[config.mk]
export PLATFORM = sky130hd
export DESIGN_NAME = motoro_3ph_gen_flat
export DESIGN_NICKNAME = d
export VERILOG_FILES = /design/src/rtl/motoro_3ph_if.sv /design/src/rtl/motoro_3ph_gen.sv /design/src/flat_wrapper.sv
export SDC_FILE = /design/constraint.sdc
export NUM_CORES = 1
export LEC_CHECK = 0
export ABC_CLOCK_PERIOD_IN_PS = 4400
export CORE_MARGIN = 5
export CORE_UTILIZATION = 37
export DETAILED_ROUTE_END_ITERATION = 6
export PLACE_DENSITY = 0.56
export SLEW_MARGIN = 30
export SYNTH_ARGS = -nofsm -noshare
export SYNTH_HDL_FRONTEND = slang
export SYNTH_SLANG_ARGS = --single-unit
[constraint.sdc]
create_clock -name clk50mhz -period 4.4 [get_ports clk50mhz]
set_clock_uncertainty 0.15 [all_clocks]
set_input_delay 0.44 -clock clk50mhz [delete_from_list [all_inputs] [get_ports clk50mhz]]
set_output_delay 0.44 -clock clk50mhz [all_outputs]
set_load 0.02 [all_outputs]
[src/rtl/motoro_3ph_if.sv]
// Control/status bundle between the motoro top level and the three-phase
// commutation generator: run request, direction, speed word, gate drives and status.
interface motoro_3ph_if #(
    parameter int FREQ_W = 10
);
    logic              m3start;
    logic              m3dir;
    logic [FREQ_W-1:0] m3freq;
    logic              aH;
    logic              aL;
    logic              bH;
    logic              bL;
    logic              cH;
    logic              cL;
    logic              m3running;
    logic [2:0]        m3step;
    logic [FREQ_W-1:0] m3curFreq;

    modport master (
        output m3start, m3dir, m3freq,
        input  aH, aL, bH, bL, cH, cL, m3running, m3step, m3curFreq
    );

    modport slave (
        input  m3start, m3dir, m3freq,
        output aH, aL, bH, bL, cH, cL, m3running, m3step, m3curFreq
    );
endinterface

[src/rtl/motoro_3ph_gen.sv]
// Six-step three-phase commutation generator: phase-accumulator stepping,
// soft start/stop frequency slew, stop-before-reverse and per-driver dead time.
module motoro_3ph_gen #(
    parameter int FREQ_W      = 10,
    parameter int ACC_W       = 16,
    parameter int TICK_DIV    = 500,
    parameter int RAMP_TICKS  = 100,
    parameter int RAMP_STEP   = 1,
    parameter int DEAD_CYCLES = 50
) (
    input  logic             clk50mhz,
    input  logic             nReset,
    motoro_3ph_if.slave      bus
);

    localparam int PRE_W  = (TICK_DIV > 1)    ? $clog2(TICK_DIV)      : 1;
    localparam int RMP_W  = (RAMP_TICKS > 1)  ? $clog2(RAMP_TICKS)    : 1;
    localparam int DEAD_W = (DEAD_CYCLES > 0) ? $clog2(DEAD_CYCLES+1) : 1;

    localparam logic [PRE_W-1:0]  PRE_LAST  = PRE_W'(TICK_DIV - 1);
    localparam logic [RMP_W-1:0]  RMP_LAST  = RMP_W'(RAMP_TICKS - 1);
    localparam logic [DEAD_W-1:0] DEAD_SAT  = DEAD_W'(DEAD_CYCLES);
    localparam logic [FREQ_W-1:0] FSTEP     = FREQ_W'(RAMP_STEP);

    typedef enum logic [1:0] {
        IDLE     = 2'd0,
        RUN      = 2'd1,
        STOPPING = 2'd2
    } state_t;

    state_t              r_state;
    state_t              w_stateNxt;
    logic                r_dirLatched;
    logic [PRE_W-1:0]    r_presc;
    logic [RMP_W-1:0]    r_rampCnt;
    logic [ACC_W-1:0]    r_acc;
    logic [FREQ_W-1:0]   r_curFreq;
    logic [2:0]          r_step;
    logic [5:0]          r_drv;
    logic [DEAD_W-1:0]   r_offCnt [6];

    logic                w_tick;
    logic                w_active;
    logic                w_drvEn;
    logic [ACC_W:0]      w_sum;
    logic [FREQ_W-1:0]   w_goal;
    logic [5:0]          w_req;
    logic [5:0]          w_cmp;

    // Move cur one slew step toward goal, landing exactly on goal rather than past it.
    function automatic logic [FREQ_W-1:0] f_slew(input logic [FREQ_W-1:0] cur,
                                                  input logic [FREQ_W-1:0] goal);
        logic [FREQ_W-1:0] diff;
        f_slew = cur;
        if (cur < goal) begin
            diff   = goal - cur;
            f_slew = (diff > FSTEP) ? cur + FSTEP : goal;
        end else if (cur > goal) begin
            diff   = cur - goal;
            f_slew = (diff > FSTEP) ? cur - FSTEP : goal;
        end
    endfunction

    function automatic logic [2:0] f_nextStep(input logic [2:0] s, input logic rev);
        if (rev) f_nextStep = (s == 3'd0) ? 3'd5 : s - 3'd1;
        else     f_nextStep = (s == 3'd5) ? 3'd0 : s + 3'd1;
    endfunction

    // Bit order {aH, aL, bH, bL, cH, cL}; one high side and one low side per step.
    function automatic logic [5:0] f_stepTable(input logic [2:0] s);
        case (s)
            3'd0:    f_stepTable = 6'b100100;
            3'd1:    f_stepTable = 6'b100001;
            3'd2:    f_stepTable = 6'b001001;
            3'd3:    f_stepTable = 6'b011000;
            3'd4:    f_stepTable = 6'b010010;
            3'd5:    f_stepTable = 6'b000110;
            default: f_stepTable = 6'b000000;
        endcase
    endfunction

    assign w_tick   = (r_presc == PRE_LAST);
    assign w_active = (r_state != IDLE);
    assign w_sum    = {1'b0, r_acc} + {{(ACC_W + 1 - FREQ_W){1'b0}}, r_curFreq};
    assign w_goal   = (r_state == RUN) ? bus.m3freq : '0;
    assign w_req    = f_stepTable(r_step);
    assign w_cmp    = {r_drv[4], r_drv[5], r_drv[2], r_drv[3], r_drv[0], r_drv[1]};
    // Gating on the next state too lets drivers drop on the same edge m3running falls.
    assign w_drvEn  = w_active && (w_stateNxt != IDLE);

    always_comb begin
        w_stateNxt = r_state;
        case (r_state)
            IDLE: begin
                if (bus.m3start && (bus.m3freq != '0)) w_stateNxt = RUN;
            end
            RUN: begin
                if (!bus.m3start || (bus.m3freq == '0) || (bus.m3dir != r_dirLatched))
                    w_stateNxt = STOPPING;
            end
            STOPPING: begin
                if (r_curFreq == '0) w_stateNxt = IDLE;
            end
            default: w_stateNxt = IDLE;
        endcase
    end

    always_ff @(posedge clk50mhz or negedge nReset) begin
        if (!nReset) begin
            r_state      <= IDLE;
            r_dirLatched <= 1'b0;
        end else begin
            r_state <= w_stateNxt;
            if ((r_state == IDLE) && (w_stateNxt == RUN))
                r_dirLatched <= bus.m3dir;
        end
    end

    always_ff @(posedge clk50mhz or negedge nReset) begin
        if (!nReset) begin
            r_presc <= '0;
        end else if (w_tick) begin
            r_presc <= '0;
        end else begin
            r_presc <= r_presc + 1'b1;
        end
    end

    always_ff @(posedge clk50mhz or negedge nReset) begin
        if (!nReset) begin
            r_acc     <= '0;
            r_curFreq <= '0;
            r_rampCnt <= '0;
            r_step    <= 3'd0;
        end else if (!w_active) begin
            r_acc     <= '0;
            r_curFreq <= '0;
            r_rampCnt <= '0;
        end else if (w_tick) begin
            r_acc <= w_sum[ACC_W-1:0];
            if (w_sum[ACC_W])
                r_step <= f_nextStep(r_step, r_dirLatched);
            if (r_rampCnt == RMP_LAST) begin
                r_rampCnt <= '0;
                r_curFreq <= f_slew(r_curFreq, w_goal);
            end else begin
                r_rampCnt <= r_rampCnt + 1'b1;
            end
        end
    end

    // A driver may only turn on once its complement has been off for DEAD_CYCLES clocks.
    always_ff @(posedge clk50mhz or negedge nReset) begin
        if (!nReset) begin
            r_drv <= '0;
            for (int i = 0; i < 6; i++) r_offCnt[i] <= DEAD_SAT;
        end else begin
            for (int i = 0; i < 6; i++) begin
                if (w_cmp[i])
                    r_offCnt[i] <= '0;
                else if (r_offCnt[i] != DEAD_SAT)
                    r_offCnt[i] <= r_offCnt[i] + 1'b1;
                r_drv[i] <= w_req[i] && w_drvEn && (r_offCnt[i] == DEAD_SAT);
            end
        end
    end

    assign bus.aH        = r_drv[5];
    assign bus.aL        = r_drv[4];
    assign bus.bH        = r_drv[3];
    assign bus.bL        = r_drv[2];
    assign bus.cH        = r_drv[1];
    assign bus.cL        = r_drv[0];
    assign bus.m3running = w_active;
    assign bus.m3step    = r_step;
    assign bus.m3curFreq = r_curFreq;

endmodule
[src/flat_wrapper.sv]
// flat-port wrapper written by rule: the top's interface ports become plain ports
module motoro_3ph_gen_flat 
#(
    parameter int FREQ_W      = 10,
    parameter int ACC_W       = 16,
    parameter int TICK_DIV    = 500,
    parameter int RAMP_TICKS  = 100,
    parameter int RAMP_STEP   = 1,
    parameter int DEAD_CYCLES = 50
)
  (clk50mhz, nReset, bus_m3start, bus_m3dir, bus_m3freq, bus_aH, bus_aL, bus_bH, bus_bL, bus_cH, bus_cL, bus_m3running, bus_m3step, bus_m3curFreq);
  motoro_3ph_if #(.FREQ_W(FREQ_W)) bus_i ();
  input  logic clk50mhz;
  input  logic nReset;
  input wire logic [$bits(bus_i.m3start)-1:0] bus_m3start;
  input wire logic [$bits(bus_i.m3dir)-1:0] bus_m3dir;
  input wire logic [$bits(bus_i.m3freq)-1:0] bus_m3freq;
  output wire logic [$bits(bus_i.aH)-1:0] bus_aH;
  output wire logic [$bits(bus_i.aL)-1:0] bus_aL;
  output wire logic [$bits(bus_i.bH)-1:0] bus_bH;
  output wire logic [$bits(bus_i.bL)-1:0] bus_bL;
  output wire logic [$bits(bus_i.cH)-1:0] bus_cH;
  output wire logic [$bits(bus_i.cL)-1:0] bus_cL;
  output wire logic [$bits(bus_i.m3running)-1:0] bus_m3running;
  output wire logic [$bits(bus_i.m3step)-1:0] bus_m3step;
  output wire logic [$bits(bus_i.m3curFreq)-1:0] bus_m3curFreq;
  assign bus_i.m3start = bus_m3start;
  assign bus_i.m3dir = bus_m3dir;
  assign bus_i.m3freq = bus_m3freq;
  assign bus_aH = bus_i.aH;
  assign bus_aL = bus_i.aL;
  assign bus_bH = bus_i.bH;
  assign bus_bL = bus_i.bL;
  assign bus_cH = bus_i.cH;
  assign bus_cL = bus_i.cL;
  assign bus_m3running = bus_i.m3running;
  assign bus_m3step = bus_i.m3step;
  assign bus_m3curFreq = bus_i.m3curFreq;
  motoro_3ph_gen #(.FREQ_W(FREQ_W), .ACC_W(ACC_W), .TICK_DIV(TICK_DIV), .RAMP_TICKS(RAMP_TICKS), .RAMP_STEP(RAMP_STEP), .DEAD_CYCLES(DEAD_CYCLES)) u_core (.clk50mhz(clk50mhz), .nReset(nReset), .bus(bus_i));
endmodule
==> impl_results.md, run 1 <==
- Status: finished, violations left
- Failing checks: hold timing
- Most common cell in the synthesized netlist: nor2_1
- Drt pass-1 iters: 5
- Relative slew slack: about 52%
- Placer Congestion: between 0.9 and 1
- Worst r2r src: u_core.r_state[0]
- Synthesized cell area: 6370 um2
- Number of synthesized flops with an enable pin: 0
- Fin crit period: 4.13 ns
- Total power: 2.55 mW
- Row count: between 40 and 50
- Port-buffer cells: 33
- Start point of the critical path: u_core.r_state[0]
- Setup TNS: 0 ns
- Gr ovfl total: 0
- Hold crit path type: input pin to async pin
- Worst path bufs/invs: 2
- DR vias/cell: 5.55
- Mapped Avg Cell Area: between 8 and 9 um2
- Synthesis Warnings: 0
- Top cell type by total area after synthesis: dfrtp_1
- # setup viols final: 0
- RSZ-0062 raised after global routing: no
- Type of origin of the critical path: flip-flop
- First-pass GRT wire length: around 27000 um
- Peak Freq: 242 MHz
- Area Growth Syn to Fin: 14.6%
- Syn Inst Count: 735
- Vias in the first global route: 5389
- Fin Hold WS: -0.0112 ns
- Final hold vios: 5
- VDD IR max: 0.186 mV
- H-tree depth: 3
- WS Path Type: flip-flop to flip-flop
- Worst reg2reg endpoint: u_core.bus.m3curFreq[5]
- ANT nets after route: 0
- Number of DRC markers in iteration 0: 340
- CTS tree: built
- Diodes inserted: 0
- Largest stage delay, worst path: ~0.5 ns
- Pre-CTS setup slack: 0.296 ns
- DR vias: 5528
- Worst Path Arrival: 4.24 ns
- Drt drc: 0
- Fill cell count: ~1700
- CP Max Fanout: 11
- Clock root cell: clkbuf_16
- Die Y: ~140 um
- Worst setup margin: ~0.27 ns
- Initial antenna violation count: 0
- Critical path's top delay family: simple AND/OR/NAND/NOR gates
- Cell depth of the worst flop-to-flop path: 14
- Synthesis-stage register bit count: 90
- Register area share after synthesis: 35.7%
- Clock Sinks: 90
- Largest net degree at the start of global routing: 56
- Max-Cap Viols: 0
- Tot GR Track Use: 16.2%
- Placed wire-length estimate: 11900 um
- Final Net Count: 825
- Flop2flop setup slack: 0.27 ns
- Leak Pwr: 3.08 nW
- Predominant post-synthesis flop cell: dfrtp_1
- Cts bufs inserted: 9
- Layout cells sized above 1: 9.08%
- DIE WIDTH: between 100 and 150 um
- Final Cycle Share: a little over nine tenths
- CP required: 4.50 ns
- Commonest cells in the netlist: nor2_1 (97), dfrtp_1 (72), nand2_1 (64), ha_1 (43), o21ai_0 (41)
- Clk_lat worst skew: roughly 0.35 ns
- Post-CTS Setup Inserts: 0
- Die area: ~20000 um2
- Slew Viols, Final: 0
- FFs w/ async S/R, synth: 100%
- Core area: 17100 um2
- WL final: around 16000 um
- Synth top area share: 28.3%
- Initial Util: 37.2%
- Critical path endpoint category: flip-flop
- Worst path slowest cell: dfrtp_1
- Syn_nets: 794
- CTS max path bufs: 2
- # IOs: 34
- Worst Tran Pin Value: 0.717 ns
- Library cells used by synthesis: 74
- Routed len/inst: 16.1 um
- Pwr Density: 349 nW/um2
- Crit-path cells: nor2b_1, buf_4, nand2_1, ha_1, ha_1, nor2b_1, a2111oi_4, o221ai_2, nor4_2, o311ai_1, nor4_4, buf_4, mux2_1, o211ai_1
- Synth area leaders: dfrtp_1 (28%), ha_1 (8.4%), dfstp_2 (7.4%)
- Clock slew at reported path FFs: ~0.07 ns
per-stage QoR:
stage / area (um2) / instances / utilization, %
2_1_floorplan: 6370 / 735 / -
3_3_place_gp: 6960 / 980 / 40.7
3_5_place_dp: 6960 / 980 / 40.7
4_1_cts: 7300 / 996 / 42.7
5_1_grt: 7310 / 996 / 42.7
6_report: 7310 / 996 / 42.7
cell type report:
type,instances,area (um2),share of cell area [%]
flip-flops and latches,90,2270,31.1
inverters,32,120,1.64
multi-input cells,584,3840,52.6
clock inverters,7,116,1.59
repair buffers,49,448,6.13
clock buffers,9,225,3.08
well taps,225,282,3.85
flip-flops by register name, indices dropped and copies added, names as in the netlist:
name / cells
u_core.r_state: 2
u_core.bus.m3curFreq: 10
u_core.bus.m3step: 3
u_core.r_rampCnt: 7
u_core.r_offCnt: 36
u_core.r_presc: 9
u_core.r_acc: 16
u_core.r_drv: 6
u_core.r_dirLatched: 1
cell families after synthesis:
logic type               Yosys count  share of synthesized area, %
adder cells (fa/ha/maj)           45                          9.07
multiplexers                      14                          2.30
buffers and inverters             61                          4.26
AND/OR/NAND/NOR                  307                          24.1
XOR/XNOR                          56                          7.69
flip-flops                        90                          35.7
AO/OA/AOI/OAI                    162                          16.9
worst max-delay path by stage:
stage	endpoint	slack, ns	depth (start not counted)
6_report	u_core.bus.m3curFreq[5]	0.27	14
5_1_grt	u_core.bus.m3curFreq[5]	0.02	14
4_1_cts	u_core.bus.m3curFreq[6]	0.33	14
3_5_place_dp	u_core.bus.m3curFreq[6]	0.30	13
3_3_place_gp	u_core.bus.m3curFreq[4]	0.36	13
2_1_floorplan	u_core.bus.m3curFreq[9]	0.81	15
report_power, final:
part           leakage [nW]  total (mW)  switching (mW)  internal (mW)
Combinational          1.77       0.797           0.492          0.305
Clock                 0.166       0.891           0.336          0.555
Sequential             1.15       0.863          0.0239          0.839
Total                  3.08        2.55           0.852           1.70
routing by layer:
metal,up-vias,wire length (um),track usage [%],share of wire (%)
met2,149,7500,26.3,47
met3,32,692,2.60,4.3
li1,2677,-,-,-
met1,2670,7510,21.9,47
met4,0,323,5.76,2.0
met5,-,0,0,0
cells in the final DEF, fill, tap and decap left out, types with 5 or more instances in the layout:
cell type,count
a211oi_1,10
a21o_1,6
a21oi_1,37
and3_1,11
buf_4,17
clkbuf_16,9
clkdlybuf4s50_1,32
dfrtp_1,72
dfstp_2,18
ha_1,42
inv_1,32
mux2i_1,9
nand2_1,64
nand2b_1,18
nand3_1,26
nand4_1,9
nor2_1,97
nor2b_1,11
nor3_1,24
nor4_1,6
o211ai_1,15
o21a_1,5
o21ai_0,41
o21ai_1,6
or3_1,10
or4_1,5
xnor2_1,35
xor2_1,21
what timing repair did:
action / CTS / global route
endpoints found under the setup margin: 0 / 4
hold buffers: 0 / 0
resized for setup: 0 / 2
No activity file was read; power rests on OpenSTA's default activity.
==> inputs of run 2 (changes only) <==
--- a/config.mk
+++ b/config.mk
@@ -6,10 +6,12 @@
 export NUM_CORES = 1
 export LEC_CHECK = 0
 export ABC_CLOCK_PERIOD_IN_PS = 4400
-export CORE_MARGIN = 5
+export CELL_PAD_IN_SITES_DETAIL_PLACEMENT = 0
+export CELL_PAD_IN_SITES_GLOBAL_PLACEMENT = 1
+export CORE_MARGIN = 8
 export CORE_UTILIZATION = 37
 export DETAILED_ROUTE_END_ITERATION = 6
-export PLACE_DENSITY = 0.56
+export PLACE_DENSITY = 0.68
 export SLEW_MARGIN = 30
 export SYNTH_ARGS = -nofsm -noshare
 export SYNTH_HDL_FRONTEND = slang
==> impl_results.md, run 2 (synthesis gave the netlist of run 1 again) <==
- Pwr Density: 333 nW/um2
- Row count: 48
- Fin crit period: 4.24 ns
- Non-Filler Instances: 994
- DR vias/cell: 5.49
- Int Power: 1.56 mW
- Hold buffer count at CTS: 0
- DR vias: 5459
- WL final: approximately 16000 um
- Port-buffer cells: 33
- Vias in the first global route: 5260
- Gr ovfl total: 0
- Worst path slowest cell: or3_1
- Sequential Power Share: 35.8%
- Critical path endpoint category: flip-flop
- Fill cell count: 1708
- # setup viols final: 0
- Tot GR Track Use: between 10% and 20%
- Peak Freq: 236 MHz
- RSZ-0062 raised after global routing: no
- Worst Path Arrival: 4.30 ns
- Worst path bufs/invs: 2
- Die Y: 147 um
- Relative slew slack: 42.9%
- Max-Cap Viols: 0
- Initial antenna violation count: 0
- Cts bufs inserted: 9
- Largest stage delay, worst path: 0.59 ns
- Initial Util: 37.4%
- DIE WIDTH: 147 um
- H-tree depth: 3
- CP required: 4.46 ns
- Worst Tran Pin Value: between 0.8 and 0.9 ns
- Max reg flops: 36
- CTS max path bufs: 2
- Comb power frac: 32.8%
- Leak Pwr: 3.05 nW
- Post-CTS Setup Inserts: 0
- Status: finished clean
- Hold crit path type: input pin to async pin
- Area Growth Syn to Fin: 13.5%
- Share of total power in the clock network: 31.4%
- CTS tree: built
- ANT nets after route: 0
- Routed len/inst: 16.4 um
- Clock slew at reported path FFs: 0.07 ns
- Placed wire-length estimate: between 10000 and 15000 um
- Diodes inserted: 0
- Psw: between 0.8 and 0.9 mW
- Placer Congestion: 0.901
- Final hold vios: 0
- # IOs: 34
- Type of origin of the critical path: flip-flop
- First-pass GRT wire length: 26800 um
- Drt drc: 0
- CP Max Fanout: 13
- Sw Share: 35.3%
- Clock Sinks: 90
- Drt pass-1 iters: 5
- Clock root cell: clkbuf_16
- Post-Place Cells: 978
- Core area: 17100 um2
- Final Cycle Share: 96.4%
- Setup TNS: 0 ns
- WS Path Type: flip-flop to flip-flop
- Most flop-heavy register: u_core.r_offCnt
- Post-CTS resize count: 0
- Number of DRC markers in iteration 0: around 350
- Clk_lat worst skew: around 0.35 ns
- Slew Viols, Final: 0
- Most frequent cells in the layout: nor2_1 (97), dfrtp_1 (72), nand2_1 (64)
- Commonest non-fill, non-tap cell in the layout: nor2_1
- Largest net degree at the start of global routing: 61
- Die area: 21700 um2
- VDD IR max: 0.177 mV
- Final Net Count: 823
- Layout cells sized above 1: 8.58%
- Critical path's top delay family: simple AND/OR/NAND/NOR gates
- Crit-path cells: nor2b_1, buf_4, nand2_1, inv_1, ha_1, fa_1, nand2b_1, a21o_1, a2111oi_1, o221ai_1, or3_1, and3_1, o21ai_0, o211ai_1
==> run 2: cell type report <==
| type | count | area (um2) | share of cell area [%] |
|---|---|---|---|
| Clock buffer | 11 | 253 | 3.49 |
| Timing Repair Buffer | 47 | 433 | 5.98 |
| Sequential cell | 90 | 2270 | 31.4 |
| Tap cell | 225 | 282 | 3.89 |
| Multi-Input combinational cell | 584 | 3830 | 53.0 |
| Inverter | 32 | 120 | 1.66 |
| Clock inverter | 5 | 37.5 | 0.519 |
==> run 2: final timing paths <==
path / slack [ns] / start / endpoint / cells after the start
setup / recovery: 0.16 / u_core.r_state[0] / u_core.bus.m3curFreq[4] / 14
hold / removal: 0.03 / nReset / u_core.r_offCnt[15] / 1
setup reg to reg: 0.16 / u_core.r_state[0] / u_core.bus.m3curFreq[4] / 14
hold reg to reg: 0.31 / u_core.r_presc[0] / u_core.r_presc[0] / 1
max in group asynchronous: 3.11 / nReset / u_core.r_offCnt[5] / 2
min in group clk50mhz: 0.31 / u_core.r_presc[0] / u_core.r_presc[0] / 1
==> run 2: per-stage QoR <==
stage / setup slack, ns / hold WS, ns / area, um2 / power [mW] / util, %
6_report: 0.157 / 0.0262 / 7230 / 2.41 / 42.4
2_1_floorplan: 0.810 / -0.00559 / 6370 / 1.46 / -
3_3_place_gp: 0.351 / 0.296 / 6940 / 1.65 / 40.7
5_1_grt: 0.00617 / 0.0790 / 7230 / 2.53 / 42.4
3_5_place_dp: 0.240 / 0.306 / 6940 / 1.66 / 40.7
4_1_cts: 0.274 / 0.0467 / 7230 / 2.42 / 42.4
==> run 2: metal layers <==
metal | vias up | GRT usage (%) | part of all wire, %
met2 | 96 | 24.5 | 47
met3 | 24 | 2.65 | 3.2
met1 | 2678 | 19.6 | 48
met4 | 0 | 5.30 | 1.9
met5 | - | 0 | 0
li1 | 2661 | - | -
==> run 2: worst register-to-register path, cell delays in order, from the launching register on <==
cell and delay, ns:
dfrtp_1 0.47, nor2b_1 0.20, buf_4 0.18, nand2_1 0.16, inv_1 0.09, ha_1 0.21, fa_1 0.40, nand2b_1 0.21
a21o_1 0.21, a2111oi_1 0.43, o221ai_1 0.25, or3_1 0.59, and3_1 0.29, o21ai_0 0.15, o211ai_1 0.12
==> run 2: power groups by stage <==
| stage | clock, mW | sequential (mW) | combinational [mW] |
|---|---|---|---|
| detailed placement | 0 | 0.877 | 0.781 |
| floorplan | 0 | 0.863 | 0.592 |
| finish | 0.755 | 0.862 | 0.790 |
| global placement | 0 | 0.875 | 0.774 |
| CTS | 0.777 | 0.862 | 0.784 |
| global route | 0.808 | 0.865 | 0.860 |
